`src/rtl/adc_sequencer.sv`:
```
// SAR conversion sequencer: phase strobes, config latching and
// MSB-first decision capture for one adc_digital slice.
module adc_sequencer #(
  parameter int NBITS = 16,
  parameter int SAMPW = 4
) (
  input  logic             clk,
  input  logic             rst,
  input  logic             start,
  input  logic             cont,
  input  logic             abort,
  input  logic [SAMPW-1:0] samp_len,
  input  logic [4:0]       cfg_en,
  input  logic             cfg_dac_mode,
  input  logic             comp_out,
  output logic             seq_init,
  output logic             seq_samp,
  output logic             seq_comp,
  output logic             seq_update,
  output logic             en_init,
  output logic             en_samp_p,
  output logic             en_samp_n,
  output logic             en_comp,
  output logic             en_update,
  output logic             dac_mode,
  output logic             busy,
  output logic [NBITS-1:0] result,
  output logic             result_valid
);

  localparam int CW = (NBITS > 1) ? $clog2(NBITS) : 1;
  localparam logic [CW-1:0] LAST = CW'(NBITS - 1);

  typedef enum logic [2:0] {
    S_IDLE,
    S_INIT,
    S_SAMP,
    S_COMP,
    S_UPD,
    S_DONE
  } state_e;

  state_e           state_q, state_d;
  logic [SAMPW-1:0] samp_cnt_q, samp_cnt_d;
  logic [CW-1:0]    bit_cnt_q, bit_cnt_d;
  logic [NBITS-1:0] shreg_q, shreg_d;
  logic [NBITS-1:0] result_q, result_d;
  logic             cont_q, cont_d;
  logic [4:0]       en_q, en_d;
  logic             dac_q, dac_d;
  logic [3:0]       strb_q, strb_d;
  logic             busy_q, busy_d;
  logic             valid_q, valid_d;
  logic [SAMPW-1:0] samp_ld;

  // SAMP counts down from max(samp_len,1)-1 to zero
  assign samp_ld = (samp_len == '0) ? '0
                 : samp_len - SAMPW'(1);

  always_ff @(posedge clk or posedge rst) begin
    if (rst) begin
      state_q    <= S_IDLE;
      samp_cnt_q <= '0;
      bit_cnt_q  <= '0;
      shreg_q    <= '0;
      result_q   <= '0;
      cont_q     <= 1'b0;
      en_q       <= '0;
      dac_q      <= 1'b0;
      strb_q     <= '0;
      busy_q     <= 1'b0;
      valid_q    <= 1'b0;
    end else begin
      state_q    <= state_d;
      samp_cnt_q <= samp_cnt_d;
      bit_cnt_q  <= bit_cnt_d;
      shreg_q    <= shreg_d;
      result_q   <= result_d;
      cont_q     <= cont_d;
      en_q       <= en_d;
      dac_q      <= dac_d;
      strb_q     <= strb_d;
      busy_q     <= busy_d;
      valid_q    <= valid_d;
    end
  end

  always_comb begin
    state_d = state_q;
    unique case (state_q)
      S_IDLE: if (start && !abort) state_d = S_INIT;
      S_INIT: state_d = S_SAMP;
      S_SAMP: if (samp_cnt_q == '0) state_d = S_COMP;
      S_COMP: state_d = S_UPD;
      S_UPD:  state_d = (bit_cnt_q < LAST) ? S_COMP : S_DONE;
      S_DONE: state_d = cont_q ? S_INIT : S_IDLE;
      default: state_d = S_IDLE;
    endcase
    if (abort && state_q != S_IDLE) state_d = S_IDLE;
  end

  always_comb begin
    samp_cnt_d = samp_cnt_q;
    bit_cnt_d  = bit_cnt_q;
    shreg_d    = shreg_q;
    result_d   = result_q;
    cont_d     = cont_q;
    en_d       = en_q;
    dac_d      = dac_q;
    if (state_d == S_INIT) begin
      cont_d = cont;
      en_d   = cfg_en;
      dac_d  = cfg_dac_mode;
    end
    if (state_q == S_INIT) begin
      bit_cnt_d  = '0;
      shreg_d    = '0;
      samp_cnt_d = samp_ld;
    end
    if (state_q == S_SAMP && samp_cnt_q != '0)
      samp_cnt_d = samp_cnt_q - SAMPW'(1);
    if (state_q == S_COMP)
      shreg_d = NBITS'({shreg_q, comp_out});
    if (state_q == S_UPD && state_d == S_COMP)
      bit_cnt_d = bit_cnt_q + CW'(1);
    if (state_d == S_DONE)
      result_d = shreg_q;
    strb_d  = {state_d == S_INIT, state_d == S_SAMP,
               state_d == S_COMP, state_d == S_UPD};
    busy_d  = state_d != S_IDLE;
    valid_d = state_d == S_DONE;
  end

  assign {seq_init, seq_samp, seq_comp, seq_update} = strb_q;
  assign {en_init, en_samp_p, en_samp_n, en_comp, en_update} = en_q;
  assign dac_mode     = dac_q;
  assign busy         = busy_q;
  assign result       = result_q;
  assign result_valid = valid_q;

endmodule
```
`config.mk`:
```
export PLATFORM = sky130hd
export DESIGN_NAME = adc_sequencer
export DESIGN_NICKNAME = d
export VERILOG_FILES = /design/src/rtl/adc_sequencer.sv
export SDC_FILE = /design/constraint.sdc
export NUM_CORES = 1
export LEC_CHECK = 0
export CAP_MARGIN = 40
export CORE_AREA = 8 8 79 81
export DETAILED_ROUTE_END_ITERATION = 10
export DIE_AREA = 0 0 87 89
export PLACE_DENSITY = 0.87
export REMOVE_ABC_BUFFERS = 1
export SKIP_LAST_GASP = 1
export SLEW_MARGIN = 10
export SYNTH_ARGS = -nofsm -noshare
export SYNTH_HDL_FRONTEND = slang
export SYNTH_SLANG_ARGS = --single-unit
```
`constraint.sdc`:
```
create_clock -name clk -period 2.5 [get_ports clk]
set_clock_uncertainty 0.15 [all_clocks]
set_input_delay 0.5 -clock clk [delete_from_list [all_inputs] [get_ports clk]]
set_output_delay 0.5 -clock clk [all_outputs]
set_load 0.01 [all_outputs]
```
# Word-level counts from Yosys, hierarchy flattened
# Cells that the tools add are included.
# totals
reg_bits	56
elab_cells	52
inputBits	16
out_inout_bits	28
# op_classes
n_mux	13
order_cmp	1
n_eq_ne	10
addsub	3
n_reduce_logical	14
# ops
cell	n
two-way mux 16 bit	2
two-way mux 4 bit	5
case mux 3 bit (6 select lines)	1
equality test 3 x 2 -> 1 bit (second input constant)	4
equality test 3 bit (second input constant)	4
two-way mux 3 bit	4
logical NOT 4 bit	2
subtractor 4 x 1 -> 4 bit (second input constant)	2
equality test 3 x 1 -> 1 bit (second input constant)	2
nonzero test 2 bit	3
nonzero test 3 bit	2
adder 4 x 1 -> 4 bit (second input constant)	1
logical AND 1 bit	4
< comparator 4 bit (second input constant)	1
nonzero test 4 bit	1
logical NOT 3 bit	1
logical NOT 1 bit	1
two-way mux 1 bit	1

# Depth between registers and ports, before layout
# depth
word_depth	8
mapped_depth	7

# Worst setup path after synthesis
# Ideal clock, no wire load.
# synth_timing
path_type	register to register
start	register samp_cnt_q[0]
end	register result_q[1] (netlist: result[1])
t_arrival_ns	1.954
path_stages_with_launch	8
required_ns	2.225
setup_slack_ns	0.270
cell_sequence	dfrtp_1 inv_1 ha_1 nor3b_1 nand2_1 a211oi_4 buf_8 mux2_4
# synth_between
elab_chain_cells	5
# synth_rtl
element	line_no	text
start: declaration	44	logic [SAMPW-1:0] samp_cnt_q, samp_cnt_d;
start signal: assignment	75	samp_cnt_q <= samp_cnt_d;
logical NOT 4 bit	93	S_SAMP: if (samp_cnt_q == '0) state_d = S_COMP;
two-way mux 3 bit	93	
case mux 3 bit (6 select lines)	90	unique case (state_q)
two-way mux 3 bit	99	if (abort && state_q != S_IDLE) state_d = S_IDLE;
equality test 3 bit	--	
net valid_d	53	logic valid_q, valid_d;
end signal: assignment	78	result_q <= result_d;
end: declaration	47	logic [NBITS-1:0] result_q, result_d;
# The timed path passes the listed nets, and every way through them passes these cells.
# A chain may end at the register's enable or synchronous reset.

# Final worst setup path
# layout_timing
start	register samp_cnt_q[0]
end	register result_q[15] (netlist: result[15])
# layout_between
elab_chain_cells	5
# layout_rtl
element	line_no	text
logical NOT 4 bit	93	
two-way mux 3 bit	93	
case mux 3 bit (6 select lines)	90	
two-way mux 3 bit	99	
equality test 3 bit	126	if (state_d == S_DONE)
# Every way passes these cells.

==> metrics.txt <==
via count of the first global-routing pass=1745; Syn Inst Count=219; cell count of the worst hold path=1; Yosys reg bits=56; number of antenna violations at the first check in global routing=0; Filler cells=417; worst path arrival time=2.33 ns; number of setup violations in the final report=0; Max Freq=437 MHz; complex-gate fraction of the synthesized area=12.3%; HPWL after detailed placement=3.49 mm; Post-Syn Area=2500 um^2; category of the worst setup path launch point=register; Final Total Pwr=2410 uW; unrepaired setup endpoints after global routing=no; critical path's largest stage delay=0.41 ns; critical path endpoint category=register; Die H=89 um; maximum number of pins on one net before global-route repair=57; Synth Area in Adders=1.00%; remaining max-slew budget at the tightest pin=68.3%; count of buffers from port buffering=43; Tightest Pin Transition=0.476 ns; clock period minus worst slack=2.29 ns; maximum vdd ir drop=548 uV; design area=3150 um^2; WL/cell=14.2 um; TritonCTS clock tree=built; Pins Over Slew Limit=0; final wirelength=4.78 mm; cell with the most instances after synthesis=sky130_fd_sc_hd__dfrtp_1; capture point of the worst reg-to-reg path=result[15]; mean cell area of the mapped netlist=11.4 um^2; DRC violation total after the first TritonRoute iteration=52; main combinational cell family by area after synthesis=simple AND/OR/NAND/NOR gates; total of warnings raised by yosys=0; number of buffers on the longest clock path=2; first-pass detailed-route iteration total=4; simple-gate share of the synthesized area=13.9%; depth of the CTS H-tree=2; power density relative to cell area=765 nW/um^2; weighted congestion reported at the end of routability-driven placement=0.756; net count of the finished layout=284; result of the run=complete, no violations; starting density of the core=50.2%; wire length of the first global-routing pass=8.25 mm; ANT nets after route=0; ranking of synthesized cells by instance count=sky130_fd_sc_hd__dfrtp_1 (56), sky130_fd_sc_hd__nand2_1 (42), sky130_fd_sc_hd__o21ai_0 (26), sky130_fd_sc_hd__mux2_2 (14), sky130_fd_sc_hd__mux2_4 (9); number of ports placed on the die boundary=44; leading area contributor after synthesis=sky130_fd_sc_hd__dfrtp_1; post-CTS clock slew at the launch and capture registers of the worst setup and hold paths=0.10 ns; master of the slowest instance on the critical path=sky130_fd_sc_hd__dfrtp_1; minimum setup slack among reg-to-reg paths=0.21 ns; proportion of synthesized flip-flops having asynchronous set or reset=100%; area of all sequential standard cells=1400 um^2; multi-input logic area=1010 um^2; Total Die Area=7740 um^2; number of sinks handled by clock tree synthesis=56; critical hold path startpoint=cont_q; number of gates given a new drive strength after cts=0; final cycle utilization of the critical path=91.4%; max-cap viol count=0; Row Count=26; cts-stage hold buffer count=0; total via count after detailed routing=1760; count of flip-flops with a built-in enable after synthesis=0; Clk Latency, worst-skew pair=0.31 ns; end point of the worst hold path=cont_q; total routing resource utilization after global routing=13.3%; Core Footprint=4980 um^2; Synth area leaders=sky130_fd_sc_hd__dfrtp_1 (56%), sky130_fd_sc_hd__mux2_2 (6.3%), sky130_fd_sc_hd__nand2_1 (6.3%); classification of the worst-slack hold path=register to register; mean number of vias per cell=5.22; post-synthesis sequential area ratio=56.1%; highest net fanout along the worst path=17; mux contribution to synthesized area=12.9%; Worst Reg-to-Reg Cells=7; # DRC=0; required time of the critical path=2.54 ns; XOR/XNOR Fraction of Synth Area=0.350%; CTS root buffer=sky130_fd_sc_hd__clkbuf_8; setup fix buffers added after clock tree synthesis=0; Util after Layout=63.4%; worst flop-to-flop path startpoint=samp_cnt_q[0]; area overhead of the layout relative to synthesis=26.2%; layout cells sized above 1=17.6%; area share of the leading cell type in the synthesized netlist=56.1%; Post-Route Setup TNS=0 ns; count of unique library cells instantiated by Yosys=43; leakage power of the design=0.00138 uW; Worst Path Class, Setup=register to register; leftover overflow at the end of global routing=0; worst-path cell chain=inv_1 > ha_1 > nor3b_1 > nand2_1 > a211oi_4 > buf_12 > mux2_2; Die Width=87 um; most common flop cell mapped by yosys=sky130_fd_sc_hd__dfrtp_1; TritonCTS buffer count=5; Diodes inserted=0; instance area after placement=3060 um^2; final hold violations=0
==> power breakdown <==
part	leakage (uW)	total, uW	internal [uW]	switching, uW
logic	0.000579	739	394	345
registers	0.000753	1160	1040	114
clock network	0.0000463	518	206	312
==> worst max-delay path: cells and delay by family (launching register included) <==
| kind | cells | cell delay, ns |
|---|---|---|
| mux | 1 | 0.35 |
| fa+ha+maj | 1 | 0.18 |
| simple gates | 2 | 0.50 |
| compound gates | 1 | 0.30 |
| flops | 1 | 0.41 |
| buf+inv | 2 | 0.28 |
==> worst max path at each step <==
stage	start	to	depth (start not counted)
6_report	samp_cnt_q[0]	result[15]	7
4_1_cts	samp_cnt_q[0]	result[11]	7
5_1_grt	samp_cnt_q[0]	result[15]	7
3_5_place_dp	abort	result[0]	6
3_3_place_gp	abort	result[15]	6
2_1_floorplan	state_q[1]	result[0]	4
==> cell usage in the layout (no fill, tap or decap), drive strengths merged, types with 5 or more instances in the layout <==
master | netlist | final
buf | 5 | 8
clkbuf | 6 | 5
clkdlybuf4s50 | 0 | 43
dfrtp | 56 | 56
inv | 8 | 9
mux2 | 23 | 23
nand2 | 42 | 42
nor2 | 6 | 6
nor3 | 5 | 5
o21ai | 26 | 26
==> routing by layer <==
metal  share of wire (%)  up-vias  track usage, %
li1                    -      850               -
met4                0.77        0            2.82
met2                  48       40            22.6
met1                  44      865            15.9
met3                 6.8        5            4.87
met5                   0        -               0
==> flip-flops by register name, summed over array words and instances, names as in the netlist <==
signal,cells
samp_cnt_q,4
shreg_q,16
bit_cnt_q,4
dac_mode,1
busy,1
result_valid,1
en_q,5
result,16
cont_q,1
state_q,3
strb_q,4
==> through the flow <==
stage / std cells / worst slack (ns) / hold slack, ns
final: 337 / 0.214 / 0.362
after global routing: 337 / 0.0886 / 0.380
after global placement: 329 / 0.0235 / 0.318
after floorplan: 208 / -0.171 / 0.294
after CTS: 337 / 0.231 / 0.361
after detailed placement: 329 / -0.0310 / 0.338
==> cell type report <==
type	instances	share of cell area [%]
multi-input combinational	144	32.1
timing repair buffer	51	16.7
clock inverter	3	0.873
sequential	56	44.4
tap	70	2.78
clock buffer	5	2.18
inverter	8	0.952
==> kinds of logic after synthesis <==
logic type	Yosys count
multiplexers	26
buffers and inverters	19
AO/OA/AOI/OAI	45
AND/OR/NAND/NOR	70
XOR/XNOR	1
flip-flops	56
adder cells (fa/ha/maj)	2
Power figures use the tool's default switching activity.
